--- src/rtl/knight_pkg.sv ---
`default_nettype none
// ============================================================================
// Module   : knight_pkg
// Purpose  : Shared types and constants for the Knight-side RemoteComm link.
//            Holds the RX/TX/assembly state encodings, the positive-ack
//            response byte and the default link timing.
// Revision : 1.0 - initial release
// ============================================================================
package knight_pkg;

    // Response byte the command processor returns on success
    localparam logic [7:0] POS_ACK = 8'hA5;

    // 50 MHz system clock, 19200 baud
    localparam int unsigned DEF_BAUD_DIV     = 2604;
    // Longest allowed gap between the two stop samples of one command
    localparam int unsigned DEF_BYTE_TIMEOUT = 2000000;

    typedef enum logic [1:0] {
        RX_IDLE  = 2'd0,
        RX_START = 2'd1,
        RX_DATA  = 2'd2,
        RX_STOP  = 2'd3
    } rx_state_t;

    typedef enum logic [1:0] {
        TX_IDLE  = 2'd0,
        TX_START = 2'd1,
        TX_DATA  = 2'd2,
        TX_STOP  = 2'd3
    } tx_state_t;

    typedef enum logic {
        ASM_WAIT_HI = 1'b0,
        ASM_WAIT_LO = 1'b1
    } asm_state_t;

endpackage : knight_pkg
`default_nettype wire

--- src/rtl/uart_core.sv ---
`default_nettype none
// ============================================================================
// Module   : uart_core
// Purpose  : Full-duplex 8N1 byte UART. RX and TX run independently.
// Ports    : clk, rst        - clock, asynchronous active-high reset
//            i_rx            - serial input, asynchronous, idle high
//            o_tx            - serial output, idle high
//            i_tx_data       - byte to send, captured with i_tx_start
//            i_tx_start      - request; ignored while o_tx_busy
//            o_tx_busy       - transmitter active
//            o_tx_done       - high on the last clock of the stop bit
//            o_rx_data       - last received byte
//            o_byte_vld      - one-cycle pulse, byte received with good stop
//            o_frame_err     - one-cycle pulse, byte received with bad stop
// Notes    : BAUD_DIV must be >= 16 and fit the 12-bit baud counters.
// Revision : 1.0 - initial release
// ============================================================================
module uart_core
    import knight_pkg::*;
#(
    parameter int unsigned BAUD_DIV = DEF_BAUD_DIV
) (
    input  logic       clk,
    input  logic       rst,
    input  logic       i_rx,
    output logic       o_tx,
    input  logic [7:0] i_tx_data,
    input  logic       i_tx_start,
    output logic       o_tx_busy,
    output logic       o_tx_done,
    output logic [7:0] o_rx_data,
    output logic       o_byte_vld,
    output logic       o_frame_err
);

    // Counters are loaded with N-1 and count down to zero, so an event
    // fires exactly N clocks after the load.
    localparam logic [11:0] c_bit_last  = 12'(BAUD_DIV - 1);
    localparam logic [11:0] c_half_last = 12'(BAUD_DIV / 2 - 1);

    // ------------------------------------------------------------------
    // RX path
    // ------------------------------------------------------------------
    logic        r_rx_s1, r_rx_s2, r_rx_s3;
    rx_state_t   r_rx_state, w_rx_next;
    logic [11:0] r_rx_baud;
    logic [3:0]  r_rx_bits;
    logic [7:0]  r_rx_shift;
    logic        r_byte_vld, r_frame_err;
    logic        w_rx_tick, w_rx_fall;

    // s1/s2 form the synchronizer; s3 is history for edge detection only.
    // All reset high so a reset never looks like a start bit.
    always_ff @(posedge clk or posedge rst) begin
        if (rst) begin
            r_rx_s1 <= 1'b1;
            r_rx_s2 <= 1'b1;
            r_rx_s3 <= 1'b1;
        end else begin
            r_rx_s1 <= i_rx;
            r_rx_s2 <= r_rx_s1;
            r_rx_s3 <= r_rx_s2;
        end
    end

    always_ff @(posedge clk or posedge rst) begin
        if (rst) r_rx_state <= RX_IDLE;
        else     r_rx_state <= w_rx_next;
    end

    always_comb begin
        w_rx_next = r_rx_state;
        w_rx_tick = (r_rx_baud == 12'd0);
        w_rx_fall = r_rx_s3 & ~r_rx_s2;
        case (r_rx_state)
            RX_IDLE:  if (w_rx_fall) w_rx_next = RX_START;
            // Mid-start re-sample: a high line means the edge was a glitch
            RX_START: if (w_rx_tick) w_rx_next = r_rx_s2 ? RX_IDLE : RX_DATA;
            RX_DATA:  if (w_rx_tick && (r_rx_bits == 4'd7)) w_rx_next = RX_STOP;
            RX_STOP:  if (w_rx_tick) w_rx_next = RX_IDLE;
            default:  w_rx_next = RX_IDLE;
        endcase
    end

    always_ff @(posedge clk or posedge rst) begin
        if (rst) begin
            r_rx_baud   <= 12'd0;
            r_rx_bits   <= 4'd0;
            r_rx_shift  <= 8'd0;
            r_byte_vld  <= 1'b0;
            r_frame_err <= 1'b0;
        end else begin
            r_byte_vld  <= 1'b0;
            r_frame_err <= 1'b0;
            case (r_rx_state)
                RX_IDLE: begin
                    // Preloaded so the start re-sample lands mid-bit
                    r_rx_baud <= c_half_last;
                    r_rx_bits <= 4'd0;
                end
                RX_START: begin
                    if (w_rx_tick) r_rx_baud <= c_bit_last;
                    else           r_rx_baud <= r_rx_baud - 12'd1;
                end
                RX_DATA: begin
                    if (w_rx_tick) begin
                        r_rx_baud  <= c_bit_last;
                        r_rx_shift <= {r_rx_s2, r_rx_shift[7:1]};
                        r_rx_bits  <= r_rx_bits + 4'd1;
                    end else begin
                        r_rx_baud  <= r_rx_baud - 12'd1;
                    end
                end
                RX_STOP: begin
                    if (w_rx_tick) begin
                        r_byte_vld  <= r_rx_s2;
                        r_frame_err <= ~r_rx_s2;
                    end else begin
                        r_rx_baud   <= r_rx_baud - 12'd1;
                    end
                end
                default: r_rx_baud <= c_half_last;
            endcase
        end
    end

    assign o_rx_data   = r_rx_shift;
    assign o_byte_vld  = r_byte_vld;
    assign o_frame_err = r_frame_err;

    // ------------------------------------------------------------------
    // TX path
    // ------------------------------------------------------------------
    tx_state_t   r_tx_state, w_tx_next;
    logic [11:0] r_tx_baud;
    logic [3:0]  r_tx_bits;
    logic [7:0]  r_tx_shift;
    logic        r_tx;
    logic        w_tx_tick;

    always_ff @(posedge clk or posedge rst) begin
        if (rst) r_tx_state <= TX_IDLE;
        else     r_tx_state <= w_tx_next;
    end

    always_comb begin
        w_tx_next = r_tx_state;
        w_tx_tick = (r_tx_baud == 12'd0);
        o_tx_busy = (r_tx_state != TX_IDLE);
        o_tx_done = (r_tx_state == TX_STOP) && w_tx_tick;
        case (r_tx_state)
            TX_IDLE:  if (i_tx_start) w_tx_next = TX_START;
            TX_START: if (w_tx_tick) w_tx_next = TX_DATA;
            TX_DATA:  if (w_tx_tick && (r_tx_bits == 4'd7)) w_tx_next = TX_STOP;
            TX_STOP:  if (w_tx_tick) w_tx_next = TX_IDLE;
            default:  w_tx_next = TX_IDLE;
        endcase
    end

    always_ff @(posedge clk or posedge rst) begin
        if (rst) begin
            r_tx       <= 1'b1;
            r_tx_baud  <= 12'd0;
            r_tx_bits  <= 4'd0;
            r_tx_shift <= 8'd0;
        end else begin
            case (r_tx_state)
                TX_IDLE: begin
                    r_tx <= 1'b1;
                    if (i_tx_start) begin
                        r_tx_shift <= i_tx_data;
                        r_tx       <= 1'b0;
                        r_tx_baud  <= c_bit_last;
                        r_tx_bits  <= 4'd0;
                    end
                end
                TX_START: begin
                    if (w_tx_tick) begin
                        r_tx      <= r_tx_shift[0];
                        r_tx_baud <= c_bit_last;
                    end else begin
                        r_tx_baud <= r_tx_baud - 12'd1;
                    end
                end
                TX_DATA: begin
                    if (w_tx_tick) begin
                        // Ones shift in from the top, so after the 8th bit
                        // the next value presented is the stop bit.
                        r_tx_shift <= {1'b1, r_tx_shift[7:1]};
                        r_tx       <= r_tx_shift[1];
                        r_tx_bits  <= r_tx_bits + 4'd1;
                        r_tx_baud  <= c_bit_last;
                    end else begin
                        r_tx_baud  <= r_tx_baud - 12'd1;
                    end
                end
                TX_STOP: begin
                    r_tx <= 1'b1;
                    if (!w_tx_tick) r_tx_baud <= r_tx_baud - 12'd1;
                end
                default: r_tx <= 1'b1;
            endcase
        end
    end

    assign o_tx = r_tx;

endmodule : uart_core
`default_nettype wire

--- src/rtl/cmd_uart_wrapper.sv ---
`default_nettype none
// ============================================================================
// Module   : cmd_uart_wrapper
// Purpose  : Knight-side end of the RemoteComm link. Assembles 16-bit
//            commands from two received bytes (high byte first) and
//            serializes 8-bit responses back to the remote.
// Ports    : clk, rst     - clock, asynchronous active-high reset
//            RX / TX      - serial lines, idle high
//            cmd          - assembled command {hi, lo}
//            cmd_rdy      - command valid, held until clr_cmd_rdy
//            clr_cmd_rdy  - consumer acknowledge
//            resp         - response byte, sampled with send_resp
//            send_resp    - one-cycle transmit request
//            tx_busy      - transmitter active
//            resp_sent    - pulse on the last clock of the stop bit
//            frame_err    - pulse on a received byte with a bad stop bit
// Revision : 1.0 - initial release
// ============================================================================
module cmd_uart_wrapper
    import knight_pkg::*;
#(
    parameter int unsigned BAUD_DIV     = DEF_BAUD_DIV,
    parameter int unsigned BYTE_TIMEOUT = DEF_BYTE_TIMEOUT
) (
    input  logic        clk,
    input  logic        rst,
    input  logic        RX,
    output logic        TX,
    output logic [15:0] cmd,
    output logic        cmd_rdy,
    input  logic        clr_cmd_rdy,
    input  logic [7:0]  resp,
    input  logic        send_resp,
    output logic        tx_busy,
    output logic        resp_sent,
    output logic        frame_err
);

    localparam logic [20:0] c_to_limit = 21'(BYTE_TIMEOUT);

    logic [7:0] w_rx_data;
    logic       w_byte_vld;
    logic       w_frame_err;

    uart_core #(
        .BAUD_DIV    (BAUD_DIV)
    ) u_uart (
        .clk         (clk),
        .rst         (rst),
        .i_rx        (RX),
        .o_tx        (TX),
        .i_tx_data   (resp),
        .i_tx_start  (send_resp),
        .o_tx_busy   (tx_busy),
        .o_tx_done   (resp_sent),
        .o_rx_data   (w_rx_data),
        .o_byte_vld  (w_byte_vld),
        .o_frame_err (w_frame_err)
    );

    assign frame_err = w_frame_err;

    // ------------------------------------------------------------------
    // Command assembly
    // ------------------------------------------------------------------
    asm_state_t  r_asm_state, w_asm_next;
    logic        w_latch_hi, w_cmd_set, w_timeout;
    logic [7:0]  r_hi_byte;
    logic [20:0] r_to_cnt;
    logic [15:0] r_cmd;
    logic        r_cmd_rdy;

    always_ff @(posedge clk or posedge rst) begin
        if (rst) r_asm_state <= ASM_WAIT_HI;
        else     r_asm_state <= w_asm_next;
    end

    always_comb begin
        w_asm_next = r_asm_state;
        w_latch_hi = 1'b0;
        w_cmd_set  = 1'b0;
        w_timeout  = (r_to_cnt == c_to_limit);
        case (r_asm_state)
            ASM_WAIT_HI: begin
                if (w_byte_vld) begin
                    w_latch_hi = 1'b1;
                    w_asm_next = ASM_WAIT_LO;
                end
            end
            ASM_WAIT_LO: begin
                if (w_byte_vld) begin
                    w_cmd_set  = 1'b1;
                    w_asm_next = ASM_WAIT_HI;
                end else if (w_frame_err || w_timeout) begin
                    // Resync: the stored high byte is simply abandoned
                    w_asm_next = ASM_WAIT_HI;
                end
            end
            default: w_asm_next = ASM_WAIT_HI;
        endcase
    end

    always_ff @(posedge clk or posedge rst) begin
        if (rst) begin
            r_hi_byte <= 8'd0;
            r_to_cnt  <= 21'd0;
            r_cmd     <= 16'd0;
            r_cmd_rdy <= 1'b0;
        end else begin
            if (w_latch_hi) begin
                r_hi_byte <= w_rx_data;
                r_to_cnt  <= 21'd0;
            end else if ((r_asm_state == ASM_WAIT_LO) && !w_timeout) begin
                r_to_cnt  <= r_to_cnt + 21'd1;
            end

            if (w_cmd_set) r_cmd <= {r_hi_byte, w_rx_data};

            // A new command wins over a same-cycle acknowledge
            if (w_cmd_set)                      r_cmd_rdy <= 1'b1;
            else if (w_latch_hi || clr_cmd_rdy) r_cmd_rdy <= 1'b0;
        end
    end

    assign cmd     = r_cmd;
    assign cmd_rdy = r_cmd_rdy;

endmodule : cmd_uart_wrapper
`default_nettype wire

--- config.mk ---
export PLATFORM = sky130hd
export DESIGN_NAME = cmd_uart_wrapper
export DESIGN_NICKNAME = d
export VERILOG_FILES = /design/src/rtl/knight_pkg.sv /design/src/rtl/uart_core.sv /design/src/rtl/cmd_uart_wrapper.sv
export SDC_FILE = /design/constraint.sdc
export NUM_CORES = 1
export LEC_CHECK = 0
export CAP_MARGIN = 20
export CORE_ASPECT_RATIO = 0.9
export CORE_MARGIN = 1
export CORE_UTILIZATION = 65
export CTS_BUF_LIST = sky130_fd_sc_hd__clkbuf_4 sky130_fd_sc_hd__clkbuf_8
export DETAILED_ROUTE_END_ITERATION = 7
export PLACE_DENSITY = 0.92
export SLEW_MARGIN = 20
export SYNTH_ARGS = -nofsm -noshare
export SYNTH_HDL_FRONTEND = slang
export SYNTH_HIERARCHICAL = 1
export SYNTH_SLANG_ARGS = --single-unit
--- constraint.sdc ---
create_clock -name clk -period 4.19 [get_ports clk]
set_input_delay 0.6285 -clock clk [delete_from_list [all_inputs] [get_ports clk]]
set_output_delay 0.6285 -clock clk [all_outputs]
set_load 0.02 [all_outputs]
# [Word-level counts from Yosys, hierarchy flattened]
# Cells that the tools add are included.
[word_totals] out_inout_bits=21 inputBits=13 ff_bits=105 elab_cells=117
[classes] n_addsub=5 n_eq_ne=21 muxes=44 reduce_logical=25 n_bitwise=3
[ops] op="$pmux W12 S3" n=2
[ops] op="$mux W12" n=5
[ops] op="$mux W21" n=2
[ops] op="$logic_not A12 Y1" n=2
[ops] op="$sub A12 B1 Y12 const B" n=2
[ops] op="$add A21 B1 Y21 const B" n=1
[ops] op="$eq A21 B21 Y1 const B" n=1
[ops] op="$mux W2" n=9
[ops] op="$ne A2 B1 Y1 const B" n=9
[ops] op="$mux W8" n=2
[ops] op="$pmux W2 S4" n=2
[ops] op="$pmux W4 S2" n=2
[ops] op="$pmux W8 S2" n=1
[ops] op="$mux W1" n=14
[ops] op="$mux W4" n=3
[ops] op="$reduce_bool A2 Y1" n=5
[ops] op="$add A4 B1 Y4 const B" n=2
[ops] op="$eq A2 B2 Y1 const B" n=4
[ops] op="$eq A4 B3 Y1 const B" n=2
[ops] op="$reduce_and A2 Y1" n=4
[ops] op="$reduce_and A4 Y1" n=2
[ops] op="$ne A2 B2 Y1 const B" n=3
[ops] op="$eq A2 B1 Y1 const B" n=2
[ops] op="$logic_and A1 B1 Y1" n=4
[ops] op="other kinds (9)" n=13

# [Longest topological paths before layout]
[logic_depth] word_depth=5 ltp_mapped=8 mapped_depth_nobuf=6

# [Cells and area by module]
# The synthesis kept the hierarchy.
[by_module_without_submodules] module="uart_core" n_inst=1 area_per_inst_um2=3163.0 cells_per_inst=303 seq_area_each_um2=1456.4
[by_module_without_submodules] module="cmd_uart_wrapper" n_inst=1 area_per_inst_um2=2205.9 cells_per_inst=213 seq_area_each_um2=1176.1

# [Least setup slack after synthesis]
# No wires, ideal clock.
[synth_timing] path_kind="reg-to-reg" start="register u_uart.r_tx_baud[0]" end="register u_uart.r_tx_state[1]" period_less_slack_ps=2306 setup_ps=125 t_arrival_ps=2181 n_path_buf=0 t_required_ps=4065 slack_ps=1884 path_stages_with_launch=7 path_cell_list="dfrtp_1 -> inv_1 -> ha_1 -> or3b_2 -> or4_1 -> a221o_1 -> mux2_4"
[synth_via] elab_chain_len=4 elab_cells_between_ends=6 cone_classes="eq/ne: 3; reduce/logical: 3"
[synth_rtl] element="start, declared" line_no="uart_core.sv:135" rtl="logic [11:0] r_tx_baud;"
[synth_rtl] element="start signal, assigned" line_no="uart_core.sv:173" rtl="r_tx_baud <= c_bit_last;"
[synth_rtl] element="start signal, assigned" line_no="uart_core.sv:180" rtl="r_tx_baud <= c_bit_last;"
[synth_rtl] element="start signal, assigned" line_no="uart_core.sv:182" rtl="r_tx_baud <= r_tx_baud - 12'd1;"
[synth_rtl] element="$logic_not A12 Y1 *" line_no="uart_core.sv:148" rtl="w_tx_tick = (r_tx_baud == 12'd0);"
[synth_rtl] element="$logic_and A1 B1 Y1" line_no="uart_core.sv:154" rtl="TX_DATA: if (w_tx_tick && (r_tx_bits == 4'd7)) w_tx_next = TX_STOP;"
[synth_rtl] element="$ne A2 B1 Y1 (no source line)"
[synth_rtl] element="$reduce_and A4 Y1 (no source line) *"
[synth_rtl] element="end signal, assigned" line_no="uart_core.sv:143" rtl="else r_tx_state <= w_tx_next;"
[synth_rtl] element="end, declared" line_no="uart_core.sv:134" rtl="tx_state_t r_tx_state, w_tx_next;"
# Mark *: on every way between the ends. The rest lies on a longest branch, timed or not.
# A chain may end at the register's enable or synchronous reset.

# [Final worst setup path]
[layout_timing] start="register u_uart.r_tx_baud[0]" end="output port resp_sent"
[layout_via] elab_chain_len=2
[layout_rtl] element="$logic_not A12 Y1" line_no="uart_core.sv:148"
[layout_rtl] element="$logic_and A1 B1 Y1" line_no="uart_core.sv:150" rtl="o_tx_done = (r_tx_state == TX_STOP) && w_tx_tick;"
[layout_rtl] element="end, declared" line_no="cmd_uart_wrapper.sv:35" rtl="output logic resp_sent,"
# No other way between the ends.

==> impl_metrics.csv <==
group,metric,value,unit
run_status,status,"finished, violations left",
run_status,violations,"design-rule violations",
floorplan,core-area,8030,um^2
sta,hold_violations,0,
placed_design,gp_congestion,0.946,
placed_design,postPlaceCellArea,5730,um^2
worst_setup_path,crit_type,"register to output pin",
worst_setup_path,r2r_cells,6,
final_layout,n_fill_cell,494,
placed_design,dp_hpwl,7820,um
cts,cts_root_buf,"clkbuf_8",
synth,yosysMostFrequentCell,"dfrtp_1",
cts,cts_tree,"built",
synth,ys_seq_elements,105,
worst_hold_path,min_to,"u_uart/r_rx_s2",
synth,synth_area_per_cell,10.4,um^2
final_layout,n_antenna_cell,0,
sta,finalSetupTns,0,ns
final_layout,final_area,5930,um^2
sta,final.setup.worst_slack,1.00,ns
floorplan,start_util,66.9,%
floorplan,die_width,97.8,um
power,vdd_drop_max,0.000409,V
synth,syn-num-nets,546,
synth,synthTopCellsByCount,"dfrtp_1 (101), nand2_1 (58), mux2_2 (41), a21oi_1 (25), o21ai_0 (24)",
sta,rsz0062_at_grt,"false",
cts,clkLatencyLatePin,0.37,ns
cts,post-cts-setup-buffers,0,
power,comb_power_share,40.4,%
worst_setup_path,reg2reg_slack,1.27,ns
worst_hold_path,whs_path_depth,0,
synth,synth_cell_types,61,
grt,antenna_found_initial,0,
worst_setup_path,slowest_stage,"clkdlybuf4s50_1",
worst_setup_path,cp_data_required_time,3.56,ns
floorplan,rows,31,
floorplan,fp.dieH,88.2,um
sta,worstMarginPinSlew,0.969,ns
synth,synth_area_leader_cell,"dfrtp_1",
worst_setup_path,path_delay_family,"simple AND/OR/NAND/NOR gates",
detailed_routing,avgRoutedWirePerCell,17.3,um
power,seqPwrFrac,41.5,%
synth,synthCells,516,
grt,grt_max_degree,48,
final_layout,seqCellArea,2630,um^2
synth,synth_edf_count,0,
final_layout,drive_gt1_share,13.6,%
synth,synthArstFlopShare,100,%
floorplan,dieArea,8630,um^2
worst_setup_path,crit_buf_inv,2,
power,p_int,2.02,mW
final_layout,syn_to_final_growth,10.4,%
synth,syn-cell-area,5370,um^2
synth,synth_area_leaders,"dfrtp_1 (47%), mux2_2 (8.6%), nand2_1 (4.1%), ha_1 (4.0%), a21oi_1 (2.3%)",
detailed_routing,vias_per_cell,6.52,
placed_design,io_buffers,33,
cts,clk_pin_slew,0.10,ns
worst_setup_path,cp_max_fo,6,
final_layout,multiInputGateArea,2540,um^2
sta,maxSlewViolCount,0,
sta,finalSetupViolations,0,
sta,post-route-min-period,3.19,ns
sta,skew,0.00719,ns
synth,yosysSeqAreaShare,49.0,%
detailed_routing,wl,11200,um
detailed_routing,drc,2,
final_layout,nets,571,
cts,htree_levels,3,
power,powerDensity,566,nW/um^2
worst_setup_path,cp_cell_sequence,"inv_1, ha_1, nor3b_1, and4_1, clkdlybuf4s50_1",
floorplan,ios,34,
power,switching_share,39.7,%
worst_hold_path,worstHoldPathType,"register to register",
synth,yosys.area.top_type_share,47.1,%
sta,max_freq,0.313,GHz
worst_setup_path,cp-end-kind,"output pin",
cts,cts.sinks,105,
worst_hold_path,holdCritStartpoint,"u_uart/r_rx_s1",
power,clkPwrFrac,18.1,%
worst_setup_path,worstSetupStartpointType,"register",
grt,grt_pass1_wl,18700,um
power,leakage,2.68,nW
sta,fin_crit_sh,76.1,%
detailed_routing,drt-initial-drc-count,281,
worst_setup_path,r2r_start,"u_uart/r_rx_baud[0]",
cts,hold_buffers,0,
worst_setup_path,reg2reg_to,"u_uart/o_rx_data[2]",
power,power,3.36,mW
detailed_routing,detail-route-antenna-nets,0,
synth,synth_ff_type,"dfrtp_1",
grt,grt_overflow,0,
cts,max-clock-path-buffers,2,
power,switchingPower,1.33,mW
worst_setup_path,critPathMaxStageDelay,0.64,ns
synth,yosysWarnings,6,
worst_setup_path,cp.arrival,2.56,ns
cts,cts_made_buffers,9,
grt,grt_pass1_vias,4007,
detailed_routing,vias,4203,
run,maxCapViolCount,0,
cts,cts.repair.resized,0,
grt,grtUsageTotal,27.3,%
detailed_routing,first_pass_iters,8,
sta,maxSlewHeadroom,34.6,%
placed_design,dpl_worst_slack,1.42,ns
[per-stage QoR]
| stage | util [%] | std cells | hold slack [ns] |
|---|---|---|---|
| 6_report | 73.8 | 645 | 0.362 |
| 5_1_grt | 73.8 | 645 | 0.376 |
| 4_1_cts | 73.8 | 645 | 0.364 |
| 3_5_place_dp | 71.4 | 629 | 0.349 |
| 3_3_place_gp | 71.4 | 629 | 0.349 |
| 2_1_floorplan | - | 516 | 0.345 |
[layer usage]
| metal | part of all wire [%] | up-vias | track usage (%) |
|---|---|---|---|
| met5 | 0 | - | 0 |
| met4 | 2.2 | 0 | 9.92 |
| met3 | 6.3 | 34 | 5.06 |
| met2 | 49 | 178 | 47.5 |
| met1 | 42 | 2044 | 34.8 |
| li1 | - | 1947 | - |
[worst reg2reg max path, cell delays in order (launching register included)]
cell,delay [ns]
dfrtp_1,0.43
inv_1,0.11
ha_1,0.18
nor4b_1,0.79
and3_1,0.56
nand2_1,0.37
mux2_2,0.38
[cell families (layout without fill, tap and decap cells)]
family          Yosys count  after routing  synth area share, %
compound gates          104            104                 12.8
fa+ha+maj                17             17                 3.96
mux                      50             50                 10.4
simple gates            189            189                 19.1
flops                   105            105                 49.0
xor+xnor                  7              7                 1.14
buf+inv                  44             74                 3.64
[power groups by stage]
stage / logic, mW / clock network (mW) / registers, mW
after global routing: 1.48 / 0.665 / 1.42
after detailed placement: 1.32 / 0 / 1.40
after floorplan: 1.06 / 0 / 1.35
final: 1.36 / 0.607 / 1.39
after CTS: 1.33 / 0.629 / 1.38
after global placement: 1.24 / 0 / 1.38
[cells in the final DEF, fill, tap and decap left out, types with 11 or more instances in the layout]
| cell | netlist | final |
|---|---|---|
| ha_1 | 17 | 17 |
| a21oi_1 | 25 | 25 |
| or3_1 | 11 | 11 |
| mux2_2 | 41 | 41 |
| dfrtp_1 | 101 | 101 |
| nand3_1 | 21 | 21 |
| nor2_1 | 20 | 20 |
| nand2_1 | 58 | 58 |
| inv_1 | 23 | 21 |
| clkdlybuf4s50_1 | 0 | 33 |
| o21ai_0 | 24 | 24 |
[worst max path at each step]
| stage | start | end | cells after the start |
|---|---|---|---|
| floorplan | u_uart/r_tx_baud[0] | u_uart/r_tx_state[1] | 6 |
| global placement | send_resp | u_uart/r_tx_baud[7] | 5 |
| detailed placement | u_uart/r_tx_baud[0] | resp_sent | 5 |
| CTS | u_uart/r_tx_baud[0] | resp_sent | 5 |
| global route | u_uart/r_tx_baud[0] | resp_sent | 5 |
| finish | u_uart/r_tx_baud[0] | resp_sent | 5 |
[state kept, by name, indices dropped and copies added (netlist names), named ones only]
signal              count
u_uart/r_rx_bits        4
r_to_cnt               21
u_uart/r_rx_s2          1
u_uart/r_tx_state       2
u_uart/o_frame_err      1
u_uart/r_rx_baud       12
cmd                    16
u_uart/r_tx_bits        4
u_uart/o_tx             1
u_uart/o_rx_data        8
cmd_rdy                 1
u_uart/o_byte_vld       1
u_uart/r_tx_shift       8
u_uart/r_rx_state       1
u_uart/r_rx_s3          1
u_uart/r_rx_s1          1
r_asm_state             1
r_hi_byte               8
u_uart/r_tx_baud       12
[final cells by class]
class,instances,share of cell area [%]
multi-input combinational,367,42.9
clock inverter,7,1.22
clock buffer,9,2.09
sequential,105,44.4
timing repair buffer,35,5.83
tap,99,2.09
inverter,23,1.46
Note: power is estimated with default switching activity, not from simulation.
==> edit (config.mk and constraints unchanged) <==
Add an input register stage for `RX`, without a reset; this delays it by one clock. The other inputs are not delayed to match.
--- a/src/rtl/cmd_uart_wrapper.sv
+++ b/src/rtl/cmd_uart_wrapper.sv
@@ -40,2 +40,8 @@
 
+    logic RX_q;
+
+    always_ff @(posedge clk) begin
+        RX_q <= RX;
+    end
+
     logic [7:0] w_rx_data;
@@ -49,3 +55,3 @@
         .rst         (rst),
-        .i_rx        (RX),
+        .i_rx        (RX_q),
         .o_tx        (TX),
Function: no difference found for any inputs over 10 cycles, from zero or initial values and one cycle with rst high; that may be too few to reach the edited logic, so the function may still have changed.
==> edit against the original RTL <==
- die area up 0.37%
- setup slack worse by 0.029 ns
- power down 1.8%
- count of clock-buffer cells in the layout unchanged
- final cell count unchanged
- sequential cell count up 1
- routed wire length up 1.5%
- area after synthesis up 0.37%
- final area up 0.15%
- first-iteration DRC count up 4.3%
==> edit: results (changes against the original RTL) <==
INFO  metric power_leakage = 2.68 nW (about the same)
INFO  metric placement.setup.worst_slack = 1.44 ns (+0.0170 ns)
INFO  metric number_of_antenna_violations_at_the_first_check_in_global_routing = 0 (unchanged)
INFO  metric hold_slack = 0.310 ns (-0.0521 ns)
INFO  metric synthArstFlopShare = 99.1% (-0.94 points)
INFO  metric placement.cell_area = 5740 µm² (+0.22%)
INFO  metric crit_path_start = u_uart/r_tx_baud[0]
INFO  metric data_arrival_at_the_endpoint_of_the_critical_path = 2.59 ns (+0.03 ns)
INFO  metric critical_path.reg2reg.endpoint = u_uart/o_rx_data[4]
INFO  metric detailedPlacementHpwl = 8.01 mm (+2.5%)
INFO  metric synthTopCellsByArea = sky130_fd_sc_hd__dfrtp_1 47%, sky130_fd_sc_hd__mux2_2 8.6%, sky130_fd_sc_hd__nand2_1 4.0%
INFO  metric outcome = finished clean
INFO  metric peakVddDrop = 0.490 mV (+20%)
INFO  metric place_inst = 629 (unchanged)
INFO  metric buffer_ports.inserted = 33 (unchanged)
INFO  metric hold_path_startpoint = RX_q
INFO  metric achievable-frequency = 311 MHz (-0.89%)
INFO  metric gr-usage-all-layers = 27.9% (+0.67 points)
INFO  metric diodes = 0 (unchanged)
INFO  metric synth.distinct_cells = 62 (+1.6%)
INFO  metric yosysWarningCount = 6 (unchanged)
INFO  metric root_buffer = sky130_fd_sc_hd__clkbuf_8
INFO  metric cts_htree_levels = 3 (unchanged)
INFO  metric yosysSeqAreaShare = 49.2% (+0.19 points)
INFO  metric routed_length_per_instance = 17.6 µm (+1.5%)
INFO  metric timing.clock.skew = 0.0190 ns (+0.0118 ns)
INFO  metric min_to = u_uart/r_rx_s1
INFO  metric firstDrtPassIters = 7 (-1)
INFO  metric finalWeightedCongestion = 0.904 (-4.4%)
INFO  metric grt_pass1_wl = 19.0 mm (+1.2%)
INFO  metric worst_pin_slew = 0.954 ns (-0.0152 ns)
INFO  metric postSynthAreaPerCell = 10.4 µm² (+0.18%)
INFO  metric num_vias = 4,226 (+0.55%)
INFO  metric dr.first_iter.drc_count = 293 (+4.3%)
INFO  metric synthesis.nets = 547 (+0.18%)
INFO  metric number_of_global_route_vias_before_repair = 4,020 (+0.32%)
INFO  metric timing.reg2reg.setup_slack = 1.51 ns (+0.24 ns)
INFO  metric remaining_drc_errors = 0 (-2)
==> edit: kinds of logic (layout without fill, tap and decap cells) <==
logic type / after synthesis / in the layout / synth area share, %
compound gates: 104 / 104 / 12.7
xor+xnor: 7 / 7 / 1.14
fa+ha+maj: 17 / 17 / 3.95
buf+inv: 44 / 73 / 3.62
flops: 106 / 106 / 49.2
mux: 50 / 50 / 10.3
simple gates: 189 / 189 / 19.0
==> edit: routing by layer <==
metal	track usage (%)	part of all wire, %
met5	0	0
met4	8.95	1.2
met3	5.77	6.6
met2	49.0	50
met1	35.3	42
==> edit: where the power goes <==
group	switching (mW)	internal [mW]	total, mW
clock	0.376	0.232	0.608
combinational	0.716	0.573	1.29
sequential	0.189	1.21	1.40
total	1.28	2.01	3.30
==> edit: area by class of cell <==
class,instances,area [µm²]
clock buffers,9,124
clock inverters,7,68.8
fillers,524,2090
inverters,23,86.3
multi-input cells,367,2540
flip-flops and latches,106,2650
well taps,99,124
repair buffers,34,338
